`src/rtl/instruction_fetch_if.sv`:
```
// Fetch-side bus bundle: program-memory read port plus the CPU instruction
// register / start strobe / waiting-flag handshake.
interface instruction_fetch_if;
    logic [7:0]  mem_addr;
    logic        mem_rd;
    logic [15:0] mem_rdata;
    logic        mem_valid;
    logic [15:0] cpu_in;
    logic        cpu_load;
    logic        cpu_s;
    logic        cpu_w;

    modport master (
        output mem_addr, mem_rd, cpu_in, cpu_load, cpu_s,
        input  mem_rdata, mem_valid, cpu_w
    );

    modport slave (
        input  mem_addr, mem_rd, cpu_in, cpu_load, cpu_s,
        output mem_rdata, mem_valid, cpu_w
    );
endinterface

```
`src/rtl/instruction_fetch.sv`:
```
// Instruction fetch sequencer: reads program words at pc, hands each one to the
// CPU core (load, then start strobe) and waits for the core before fetching again.
module instruction_fetch #(
    parameter logic [7:0] RESET_PC = 8'h00
) (
    input  logic                clk,
    input  logic                reset,
    input  logic                start,
    instruction_fetch_if.master bus,
    output logic [7:0]          pc,
    output logic                halted,
    output logic [15:0]         icount
);
    localparam logic [2:0] OP_HALT = 3'b111;

    typedef enum logic [2:0] {
        IDLE,
        FETCH,
        LOAD,
        START,
        EXEC,
        HALTED
    } state_t;

    state_t state;

    // NOTE: every register here uses <= so all state updates on an edge see the
    // pre-edge values, independent of statement order.
    always_ff @(posedge clk or negedge reset) begin
        if (!reset) begin
            state        <= IDLE;
            pc           <= RESET_PC;
            bus.mem_addr <= RESET_PC;
            bus.mem_rd   <= 1'b0;
            bus.cpu_in   <= 16'h0000;
            bus.cpu_load <= 1'b0;
            bus.cpu_s    <= 1'b0;
            halted       <= 1'b0;
            icount       <= 16'h0000;
        end else begin
            case (state)
                IDLE: begin
                    if (start) begin
                        state        <= FETCH;
                        bus.mem_rd   <= 1'b1;
                        bus.mem_addr <= pc;
                    end
                end

                // mem_rd is always high in FETCH, so mem_valid needs no extra qualifier.
                FETCH: begin
                    if (bus.mem_valid) begin
                        bus.mem_rd <= 1'b0;
                        if (bus.mem_rdata[15:13] == OP_HALT) begin
                            state  <= HALTED;
                            halted <= 1'b1;
                        end else begin
                            state        <= LOAD;
                            bus.cpu_in   <= bus.mem_rdata;
                            bus.cpu_load <= 1'b1;
                            pc           <= pc + 8'd1;
                        end
                    end
                end

                LOAD: begin
                    state        <= START;
                    bus.cpu_load <= 1'b0;
                    bus.cpu_s    <= 1'b1;
                end

                START: begin
                    state     <= EXEC;
                    bus.cpu_s <= 1'b0;
                end

                // The core drops w on the edge leaving START, so a stale w=1 is never seen here.
                EXEC: begin
                    if (bus.cpu_w) begin
                        state        <= FETCH;
                        bus.mem_rd   <= 1'b1;
                        bus.mem_addr <= pc;
                        if (icount != 16'hFFFF) begin
                            icount <= icount + 16'd1;
                        end
                    end
                end

                HALTED: begin
                    if (start) begin
                        state        <= FETCH;
                        pc           <= RESET_PC;
                        bus.mem_addr <= RESET_PC;
                        bus.mem_rd   <= 1'b1;
                        halted       <= 1'b0;
                        icount       <= 16'h0000;
                    end
                end

                default: begin
                    state        <= IDLE;
                    bus.mem_rd   <= 1'b0;
                    bus.cpu_load <= 1'b0;
                    bus.cpu_s    <= 1'b0;
                end
            endcase
        end
    end
endmodule

```
`src/flat_wrapper.sv`:
```
// flat-port wrapper written by rule: the top's interface ports become plain ports
module instruction_fetch_flat 
#(
    parameter logic [7:0] RESET_PC = 8'h00
)
  (clk, reset, start, pc, halted, icount, bus_mem_addr, bus_mem_rd, bus_cpu_in, bus_cpu_load, bus_cpu_s, bus_mem_rdata, bus_mem_valid, bus_cpu_w);
  instruction_fetch_if bus_i ();
  input  logic clk;
  input  logic reset;
  input  logic start;
  output logic [7:0] pc;
  output logic halted;
  output logic [15:0] icount;
  output wire logic [$bits(bus_i.mem_addr)-1:0] bus_mem_addr;
  output wire logic [$bits(bus_i.mem_rd)-1:0] bus_mem_rd;
  output wire logic [$bits(bus_i.cpu_in)-1:0] bus_cpu_in;
  output wire logic [$bits(bus_i.cpu_load)-1:0] bus_cpu_load;
  output wire logic [$bits(bus_i.cpu_s)-1:0] bus_cpu_s;
  input wire logic [$bits(bus_i.mem_rdata)-1:0] bus_mem_rdata;
  input wire logic [$bits(bus_i.mem_valid)-1:0] bus_mem_valid;
  input wire logic [$bits(bus_i.cpu_w)-1:0] bus_cpu_w;
  assign bus_mem_addr = bus_i.mem_addr;
  assign bus_mem_rd = bus_i.mem_rd;
  assign bus_cpu_in = bus_i.cpu_in;
  assign bus_cpu_load = bus_i.cpu_load;
  assign bus_cpu_s = bus_i.cpu_s;
  assign bus_i.mem_rdata = bus_mem_rdata;
  assign bus_i.mem_valid = bus_mem_valid;
  assign bus_i.cpu_w = bus_cpu_w;
  instruction_fetch #(.RESET_PC(RESET_PC)) u_core (.clk(clk), .reset(reset), .start(start), .bus(bus_i), .pc(pc), .halted(halted), .icount(icount));
endmodule
```
`config.mk`:
```
export PLATFORM = sky130hd
export DESIGN_NAME = instruction_fetch_flat
export DESIGN_NICKNAME = d
export VERILOG_FILES = /design/src/rtl/instruction_fetch_if.sv /design/src/rtl/instruction_fetch.sv /design/src/flat_wrapper.sv
export SDC_FILE = /design/constraint.sdc
export NUM_CORES = 1
export LEC_CHECK = 0
export CELL_PAD_IN_SITES_DETAIL_PLACEMENT = 1
export CELL_PAD_IN_SITES_GLOBAL_PLACEMENT = 2
export CORE_ASPECT_RATIO = 0.8
export CORE_UTILIZATION = 38
export DETAILED_ROUTE_END_ITERATION = 10
export DONT_BUFFER_PORTS = 1
export GPL_TIMING_DRIVEN = 0
export PLACE_DENSITY_LB_ADDON = 0.08
export SLEW_MARGIN = 20
export SYNTH_ARGS = -nofsm -noshare
export SYNTH_HDL_FRONTEND = slang
export SYNTH_SLANG_ARGS = --single-unit
```
`constraint.sdc`:
```
create_clock -name clk -period 2.1 [get_ports clk]
set_clock_uncertainty 0.2 [all_clocks]
set_input_delay 0.42 -clock clk [delete_from_list [all_inputs] [get_ports clk]]
set_output_delay 0.42 -clock clk [all_outputs]
set_load 0.1 [all_outputs]
```
==> summary.md <==
| Metric | Value |
|---|---|
| Status | `finished, violations left` |
| Failing checks | `design-rule violations, negative setup slack` |
| DRT iter0 DRCs | `63` |
| Routed Antenna Nets | `0` |
| Die footprint | `7710 µm²` |
| Mapped Cells | `275` |
| Synthesized flop and latch total | `55` |
| Max FO, Critical Path | `7` |
| Port-buffer cells | `0` |
| Fin. Hold Viols | `0` |
| Placed cell areas | `2950 µm²` |
| Routed wire length | `7740 µm` |
| Synthesized cell area | `2800 µm²` |
| Reg area | `1440 µm²` |
| Nets | `321` |
| First-pass GRT wire length | `12800 µm` |
| Asr flop ratio synth | `100%` |
| Mapped Avg Cell Area | `10.2 µm²` |
| Main synth FF type | `dfrtp_1` |
| Post-placement worst setup slack | `-305 ps` |
| Fill cell count | `764` |
| Worst Path Required | `2090 ps` |
| DR vias | `2289` |
| Worst-path clk slew | `100 ps` |
| Die H | `78.8 µm` |
| Vias per inst | `5.93` |
| Setup WS post-layout | `-51.0 ps` |
| Die Width | `98.0 µm` |
| Grt ovf | `0` |
| Top-Level Pins | `73` |
| Effective utilization at floorplan | `40.0%` |
| Footprint of the multi-input gates | `1390 µm²` |
| Dpl hpwl | `5160 µm` |
| Fin. max-slew vios | `0` |
| Sequence of cells on the critical path | `ha_4 -> nand3_2 -> or4_4 -> o21ai_4 -> mux2i_1` |
| Seq/Total Area, Yosys | `49.2%` |
| Most frequent cells in the layout | `35 x dfrtp_1, 33 x nand2_1, 17 x mux2_2, 17 x o21ai_0, 16 x nand3_1` |
| Hold WC Path Type | `input pin to flip-flop` |
| CP Launch Type | `flip-flop` |
| TritonCTS Buffers | `5` |
| CTS tree | `done` |
| Kind of end point of the critical path | `flip-flop` |
| Vias in the first global route | `2433` |
| Core Box Area | `6990 µm²` |
| H-tree Lvls | `2` |
| Slowest cell on the critical path | `dfrtp_4` |
| Remaining DRCs | `4` |
| Slew HR | `28.3%` |
| Pin count of the biggest net entering global routing | `56` |
| Crit path largest cell delay | `680 ps` |
| GPL Wtd Cong | `0.721` |
| Num rows | `27` |
| Synth top area cells | `dfrtp_1 49%, mux2_2 6.8%, nand2_1 4.4%` |
| Final Cell Area | `3390 µm²` |
| Number of flops mapped to enable cells by yosys | `0` |
| Period Utilization, post-route | `102%` |
| First-pass iteration count of the detailed router | `7` |
| Leading area contributor after synthesis | `dfrtp_1` |
| Layout cells sized above 1 | `31.1%` |
| Post-layout utilization of the core | `48.4%` |
| Max frequency | `465 MHz` |
| GRT Total Usage | `21.1%` |
| Crit path kind | `flip-flop to flip-flop` |
| Crit path time final | `2150 ps` |
| Synthesis-to-finish area growth | `21.0%` |
| Commonest non-fill, non-tap cell in the layout | `dfrtp_1` |
| # setup viols final | `3` |
| CP bufs+invs | `0` |
| Syn_nets | `298` |
| Clk sinks | `55` |
| Yosys cell types | `55` |
| Synth top area share | `49.2%` |
| Clock Tree Buf Depth | `2` |
| Initial antenna violation count | `0` |
| CTS Root Cell | `clkbuf_8` |
| CP delay by family, top | `flip-flops` |
| Routed len/inst | `20.0 µm` |
| Slew at the pin closest to its max-slew limit | `1080 ps` |
| Number of antenna diodes | `0` |
| Yosys warnings | `0` |
| RSZ-0062 raised after global routing | `yes` |
| Max Cap Viol | `0` |
| Critical path arrival | `2140 ps` |
| Clk Latency, worst-skew pair | `310 ps` |
## routing by layer
layer  track usage, %  up-vias  wire length [µm]
li1                 -     1059                 -
met1             28.6     1166              3640
met2             33.9       57              3640
met3             5.02        7               399
met4             5.76        0                65
met5                0        -                 0
## synthesized netlist by cell type, drive strengths merged (2+ instances only)
cell type  count
dfrtp         55
nand2         33
nand3         18
o21ai         18
mux2          17
a21oi         13
buf           12
inv           11
a31oi         10
a211oi         7
and3           7
nor2           7
nand4          5
mux2i          4
o311ai         4
a21o           3
and2           3
clkbuf         3
nand2b         3
nor2b          3
nor3           3
o21a           3
o22ai          3
or4            3
a22o           2
a41oi          2
and4           2
ha             2
nor4           2
o2bb2ai        2
o31a           2
## area by class of cell
type / instances / area share [%]
repair buffers: 17 / 4.65
well taps: 87 / 3.21
clock buffers: 5 / 2.03
multi-input cells: 194 / 41.0
plain buffers: 14 / 3.32
flip-flops and latches: 55 / 42.5
clock inverters: 3 / 1.99
inverters: 11 / 1.33
## timing repair
action                                  CTS  global route
buffers inserted                         10             5
endpoints found under the setup margin   28            39
hold buffers                              2             0
endpoints found under the hold margin    55             0
pin swaps                                 4             4
gates resized for setup                  24            22
## worst paths after layout
kind,endpoint,cells after the start,start,slack (ps)
setup / recovery,u_core.icount[0]$_DFFE_PN0P_,5,u_core.icount[0]$_DFFE_PN0P_,-50
setup reg to reg,u_core.icount[0]$_DFFE_PN0P_,5,u_core.icount[0]$_DFFE_PN0P_,-50
max in group asynchronous,u_core.icount[4]$_DFFE_PN0P_,2,reset,1000
min in group asynchronous,u_core.icount[9]$_DFFE_PN0P_,2,reset,430
hold / removal,u_core.bus.cpu_in[4]$_DFFE_PN0P_,1,bus_mem_rdata[4],50
hold reg to reg,u_core.icount[2]$_DFFE_PN0P_,2,u_core.state[1]$_DFFE_PN0P_,530
## sequential cells by signal, indices dropped and copies added, names as in the netlist
name,cells
u_core.bus.cpu_s,1
u_core.bus.mem_rd,1
u_core.bus.cpu_in,16
u_core.bus.mem_addr,8
u_core.icount,16
u_core.pc,8
u_core.halted,1
u_core.bus.cpu_load,1
u_core.state,3
## kinds of logic (layout without fill, tap and decap cells)
family	after synthesis	count (layout)	share of synthesized area (%)
simple gates	95	95	18.9
compound gates	76	76	18.4
flops	55	55	49.2
buf+inv	26	50	4.38
mux	21	21	8.27
fa+ha+maj	2	2	0.894
## through the flow
step / hold slack [ps] / TNS, ps / cells
after global placement: -74.4 / -4280 / 362
after global routing: 23.3 / -566 / 386
after detailed placement: -74.4 / -4720 / 362
after floorplan: -75.6 / 0 / 275
final: 50.0 / -124 / 386
after CTS: 38.7 / -64.1 / 382
## worst register-to-register path, delay by kind of cell, from the launching register on
kind	cells	cell delay, ps
muxes	1	110
and+or+nand+nor	2	610
adders and majority gates	1	220
DFF	1	680
AOI/OAI and AO/OA	1	220
Power is left out: the tool's default activity adds up to more than one toggle a clock period on the data nets, which glitch-free logic cannot reach.
